File: config.mk
export PLATFORM = sky130hd
export DESIGN_NAME = deserializer
export DESIGN_NICKNAME = d
export VERILOG_FILES = /design/src/rtl/deserializer.sv
export SDC_FILE = /design/constraint.sdc
export NUM_CORES = 1
export LEC_CHECK = 0
export CAP_MARGIN = 40
export CELL_PAD_IN_SITES_DETAIL_PLACEMENT = 1
export CELL_PAD_IN_SITES_GLOBAL_PLACEMENT = 1
export CORE_AREA = 2 2 88 82
export CTS_CLUSTER_DIAMETER = 40
export DETAILED_ROUTE_END_ITERATION = 16
export DIE_AREA = 0 0 90 84
export PLACE_DENSITY_LB_ADDON = 0.1
export SLEW_MARGIN = 20
export SYNTH_ARGS = -nofsm -noshare
export SYNTH_HDL_FRONTEND = slang
export SYNTH_SLANG_ARGS = --single-unit
File: constraint.sdc
create_clock -name clk_i -period 4.3 [get_ports clk_i]
set_input_delay 0.86 -clock clk_i [delete_from_list [all_inputs] [get_ports clk_i]]
set_output_delay 0.86 -clock clk_i [all_outputs]
set_load 0.02 [all_outputs]
File: src/rtl/deserializer.sv
// Serial-to-parallel receive stage: rebuilds MSB-first bit streams into left-justified words,
// emitting full words after DATA_W bits and flushing partial words after an idle gap.
module deserializer #(
    parameter int DATA_W      = 16,
    parameter int GAP_TIMEOUT = 4
) (
    input  logic                      clk_i,
    input  logic                      arst_i,
    input  logic                      ser_data_i,
    input  logic                      ser_data_val_i,
    output logic [DATA_W-1:0]         deser_data_o,
    output logic [$clog2(DATA_W):0]   deser_len_o,
    output logic                      deser_data_val_o
);

    localparam int CNT_W    = $clog2(DATA_W);
    localparam int LEN_W    = CNT_W + 1;
    localparam int GAP_W    = 8;
    localparam int GAP_LAST = (GAP_TIMEOUT > 0) ? GAP_TIMEOUT - 1 : 0;

    logic [DATA_W-1:0] r_sh;
    logic [CNT_W-1:0]  r_cnt;
    logic [GAP_W-1:0]  r_gap;
    logic [DATA_W-1:0] r_data;
    logic [LEN_W-1:0]  r_len;
    logic              r_val;

    logic [DATA_W-1:0] w_sh_next;
    logic              w_word_done;
    logic              w_idle_pending;
    logic              w_flush;
    logic [LEN_W-1:0]  w_shamt;
    logic [DATA_W-1:0] w_flush_data;

    assign w_sh_next      = {r_sh[DATA_W-2:0], ser_data_i};
    assign w_word_done    = ser_data_val_i && (r_cnt == CNT_W'(DATA_W - 1));
    // Idle cycles only count while a partial word is pending and flushing is enabled.
    assign w_idle_pending = !ser_data_val_i && (r_cnt != '0) && (GAP_TIMEOUT > 0);
    assign w_flush        = w_idle_pending && (r_gap == GAP_W'(GAP_LAST));
    assign w_shamt        = LEN_W'(DATA_W) - {1'b0, r_cnt};
    assign w_flush_data   = r_sh << w_shamt;

    always_ff @(posedge clk_i or posedge arst_i) begin
        if (arst_i) begin
            r_sh   <= '0;
            r_cnt  <= '0;
            r_gap  <= '0;
            r_data <= '0;
            r_len  <= '0;
            r_val  <= 1'b0;
        end else begin
            r_val <= 1'b0;
            if (ser_data_val_i) begin
                r_sh  <= w_sh_next;
                r_gap <= '0;
                if (w_word_done) begin
                    r_data <= w_sh_next;
                    r_len  <= LEN_W'(DATA_W);
                    r_val  <= 1'b1;
                    r_cnt  <= '0;
                end else begin
                    r_cnt <= r_cnt + 1'b1;
                end
            end else if (w_flush) begin
                r_data <= w_flush_data;
                r_len  <= {1'b0, r_cnt};
                r_val  <= 1'b1;
                r_cnt  <= '0;
                r_gap  <= '0;
            end else if (w_idle_pending) begin
                r_gap <= r_gap + 1'b1;
            end
        end
    end

    assign deser_data_o     = r_data;
    assign deser_len_o      = r_len;
    assign deser_data_val_o = r_val;

endmodule

==> impl_metrics.env <==
export IMPL_syn_avg_cell_area_um2=10.3
export IMPL_initial_utilization_pct=43.3
export IMPL_cp_slowest_cell="dfrtp_1"
export IMPL_fin_setup_tns_ns=0
export IMPL_synth_top_flop_cell="dfrtp_1"
export IMPL_hold_class="reg -> reg"
export IMPL_arrival_ns=3.31
export IMPL_cts_hold_buf=0
export IMPL_worstMarginPinSlew_ns=0.778
export IMPL_tritoncts="built"
export IMPL_critical_path_class="reg -> reg"
export IMPL_die_w_um=90
export IMPL_grt_pass1_wl_um=12800
export IMPL_maxSlewViolCount=0
export IMPL_synthCells=285
export IMPL_fin_crit_ns=3.13
export IMPL_globalRouteOverflowTotal=0
export IMPL_cts_sink_count=50
export IMPL_design_area_mm2=0.00333
export IMPL_diodes=0
export IMPL_top_layer="met4"
export IMPL_io_buffers=25
export IMPL_met1_length_um=3610
export IMPL_seq_area_frac_synth_pct=42.8
export IMPL_h_tree_depth=2
export IMPL_routed_wl_um=7220
export IMPL_area_growth_pct=13.9
export IMPL_clk_path_buf_depth=2
export IMPL_synth_edf_count=0
export IMPL_cts_resized=0
export IMPL_ant_nets=0
export IMPL_cts_root_buffer="clkbuf_8"
export IMPL_first_pass_iters=4
export IMPL_cts_setup_buffers=0
export IMPL_vias=2277
export IMPL_r2r_cells=8
export IMPL_nets=311
export IMPL_io_pins=26
export IMPL_die_y_um=84
export IMPL_synth_cell_type_count=48
export IMPL_first_global_vias=2454
export IMPL_status="finished, final reports clean"
export IMPL_synth_async_sr_flop_share_pct=100
export IMPL_antenna_found_initial=0
export IMPL_syn_area_mm2=0.00292
export IMPL_multiInputGateArea_mm2=0.00149
export IMPL_drc=0
export IMPL_leakage_nw=1.36
export IMPL_wl_met2_um=3320
export IMPL_syn_nets=293
export IMPL_grt_max_degree=51
export IMPL_cp_cell_sequence="inv_1 > buf_4 > ha_1 > buf_6 > mux2_2 > mux4_1 > a31oi_1 > a31oi_1"
export IMPL_maxCapViolations=0
export IMPL_cpPeakStageDelay_ns=0.69
export IMPL_path_max_fanout=14
export IMPL_worst_slack_ns=1.17
export IMPL_drtIter0Drc=120
export IMPL_endpoint_kind="register"
export IMPL_clk_latency_ns=0.30
export IMPL_seqCellArea_mm2=0.00125
export IMPL_nFillCells=758
export IMPL_dieArea_mm2=0.00756
export IMPL_max_freq_ghz=0.320
export IMPL_rsz0062_at_grt="no"
export IMPL_holdWs_ns=0.505
export IMPL_fin_crit_sh_pct=72.7
export IMPL_numCtsBuffers=5
export IMPL_via_per_inst=5.74
export IMPL_wire_per_inst_um=18.2
export IMPL_grtUsageTotal_pct=20.9
export IMPL_dpl_cell_area_mm2=0.00323
export IMPL_hold_viol_final=0
export IMPL_powerDensity_mw_per_mm2=671
export IMPL_finalSetupViolations=0
export IMPL_finClkSkew_ns=0.00971
export IMPL_slew_headroom_pct=48.0
export IMPL_peakVddDrop_v=0.000315
export IMPL_path_clk_slew_ns=0.10
export IMPL_ys_warn_count=0
export IMPL_whs_path_depth=1
export IMPL_ys_ff_latch=50
export IMPL_cp_start_kind="register"
export IMPL_dp_slack_ns=0.955
export IMPL_row_count=29
export IMPL_dp_hpwl_um=4950
export IMPL_met3_length_um=213
export IMPL_gp_congestion=0.806
export IMPL_core_area_mm2=0.00675
export IMPL_drive_gt1_share_pct=15.5
export IMPL_worstPathRequired_ns=4.49
export IMPL_path_common_cell="a31oi_1"
-- stage by stage --
stage / util, % / std cells / power [W]
final: 49.4 / 397 / 0.00224
after global routing: 49.4 / 397 / 0.00240
after CTS: 49.2 / 396 / 0.00224
after detailed placement: 47.8 / 388 / 0.00193
after global placement: 47.8 / 388 / 0.00191
after floorplan: - / 285 / 0.00156
-- cells in the mapped netlist (2+ instances only) --
cell type   n  area (um2)
dfrtp_1    50        1250
nand2_1    25        93.8
o21ai_0    25         125
nor2_1     23        86.3
inv_1      21        78.8
mux2_2     15         169
nand3_1    14        70.1
clkbuf_1   10        37.5
a31oi_1     9        56.3
mux4_2      9         203
xnor2_1     7        61.3
nand4_1     6        37.5
nor3_1      6        30.0
mux2i_1     5        50.1
a22o_1      4        35.0
a41oi_1     4        35.0
ha_1        4        50.1
nor3b_1     4        30.0
buf_2       3        15.0
mux4_1      3        78.8
nor2b_1     3        18.8
or2_2       3        18.8
buf_1       2        7.51
buf_4       2        15.0
buf_6       2        22.5
nor4b_1     2        17.5
o211ai_1    2        15.0
o32a_1      2        20.0
-- final timing paths --
kind	from	to	slack, ns
hold reg to reg	deser_data_o[4]	deser_data_o[4]	0.51
max in group asynchronous	arst_i	r_cnt[3]	2.87
hold / removal	deser_data_o[4]	deser_data_o[4]	0.51
setup / recovery	r_cnt[0]	deser_data_o[13]	1.17
setup reg to reg	r_cnt[0]	deser_data_o[13]	1.17
min in group asynchronous	arst_i	deser_data_o[0]	0.98
-- registers in the layout (all words and copies together) (netlist names) --
name / flops
deser_data_o: 16
r_sh: 16
r_gap: 8
deser_len_o: 5
r_cnt: 4
deser_data_val_o: 1
-- metal layers --
layer / GRT usage (%) / vias to the layer above
met5: 0 / -
met4: 5.17 / 0
met3: 3.25 / 8
met2: 32.9 / 38
met1: 30.4 / 1168
li1: - / 1063
-- layout make-up --
class / instances / area share (%)
Clock buffer: 6 / 2.48
Multi-Input combinational cell: 194 / 44.6
Inverter: 22 / 2.70
Timing Repair Buffer: 30 / 8.75
Clock inverter: 2 / 0.376
Tap cell: 93 / 3.49
Sequential cell: 50 / 37.6
-- cell usage in the layout (no fill, tap or decap), types with 2 or more instances in the layout --
master | netlist | routed
or2_2 | 3 | 3
nor4b_1 | 2 | 2
o32a_1 | 2 | 2
a41oi_1 | 4 | 4
o21ai_0 | 25 | 25
mux4_1 | 3 | 3
nor3_1 | 6 | 6
clkdlybuf4s50_1 | 0 | 25
clkbuf_8 | 0 | 6
mux2i_1 | 5 | 5
xnor2_1 | 7 | 7
inv_1 | 21 | 20
nor2b_1 | 3 | 3
ha_1 | 4 | 4
o211ai_1 | 2 | 2
nand3_1 | 14 | 14
a22o_1 | 4 | 4
mux2_2 | 15 | 15
nand4_1 | 6 | 6
mux4_2 | 9 | 9
nor3b_1 | 4 | 4
buf_4 | 2 | 4
a31oi_1 | 9 | 9
dfrtp_1 | 50 | 50
nor2_1 | 23 | 23
nand2_1 | 25 | 25
-- logic make-up after synthesis --
logic type | Yosys count | share of synthesized area, %
buffers and inverters | 41 | 6.33
and+or+nand+nor | 94 | 16.7
xor gates and xnor gates | 8 | 2.40
DFF | 50 | 42.8
muxes | 33 | 17.6
adders and majority gates | 4 | 1.71
AOI/OAI and AO/OA | 55 | 12.4
-- critical path: cells and delay by family, from the launching register on --
kind                     cells  cell delay (ns)
multiplexers                 2             0.89
flip-flops                   1             0.69
adder cells (fa/ha/maj)      1             0.59
buffers and inverters        3             0.53
AO/OA/AOI/OAI                2             0.30
-- power breakdown --
| group | switching [W] | internal [W] |
|---|---|---|
| sequential | 0.000156 | 0.000610 |
| combinational | 0.000607 | 0.000567 |
| clock | 0.000167 | 0.000130 |
| total | 0.000930 | 0.00131 |
(Power assumes the default switching activity.)
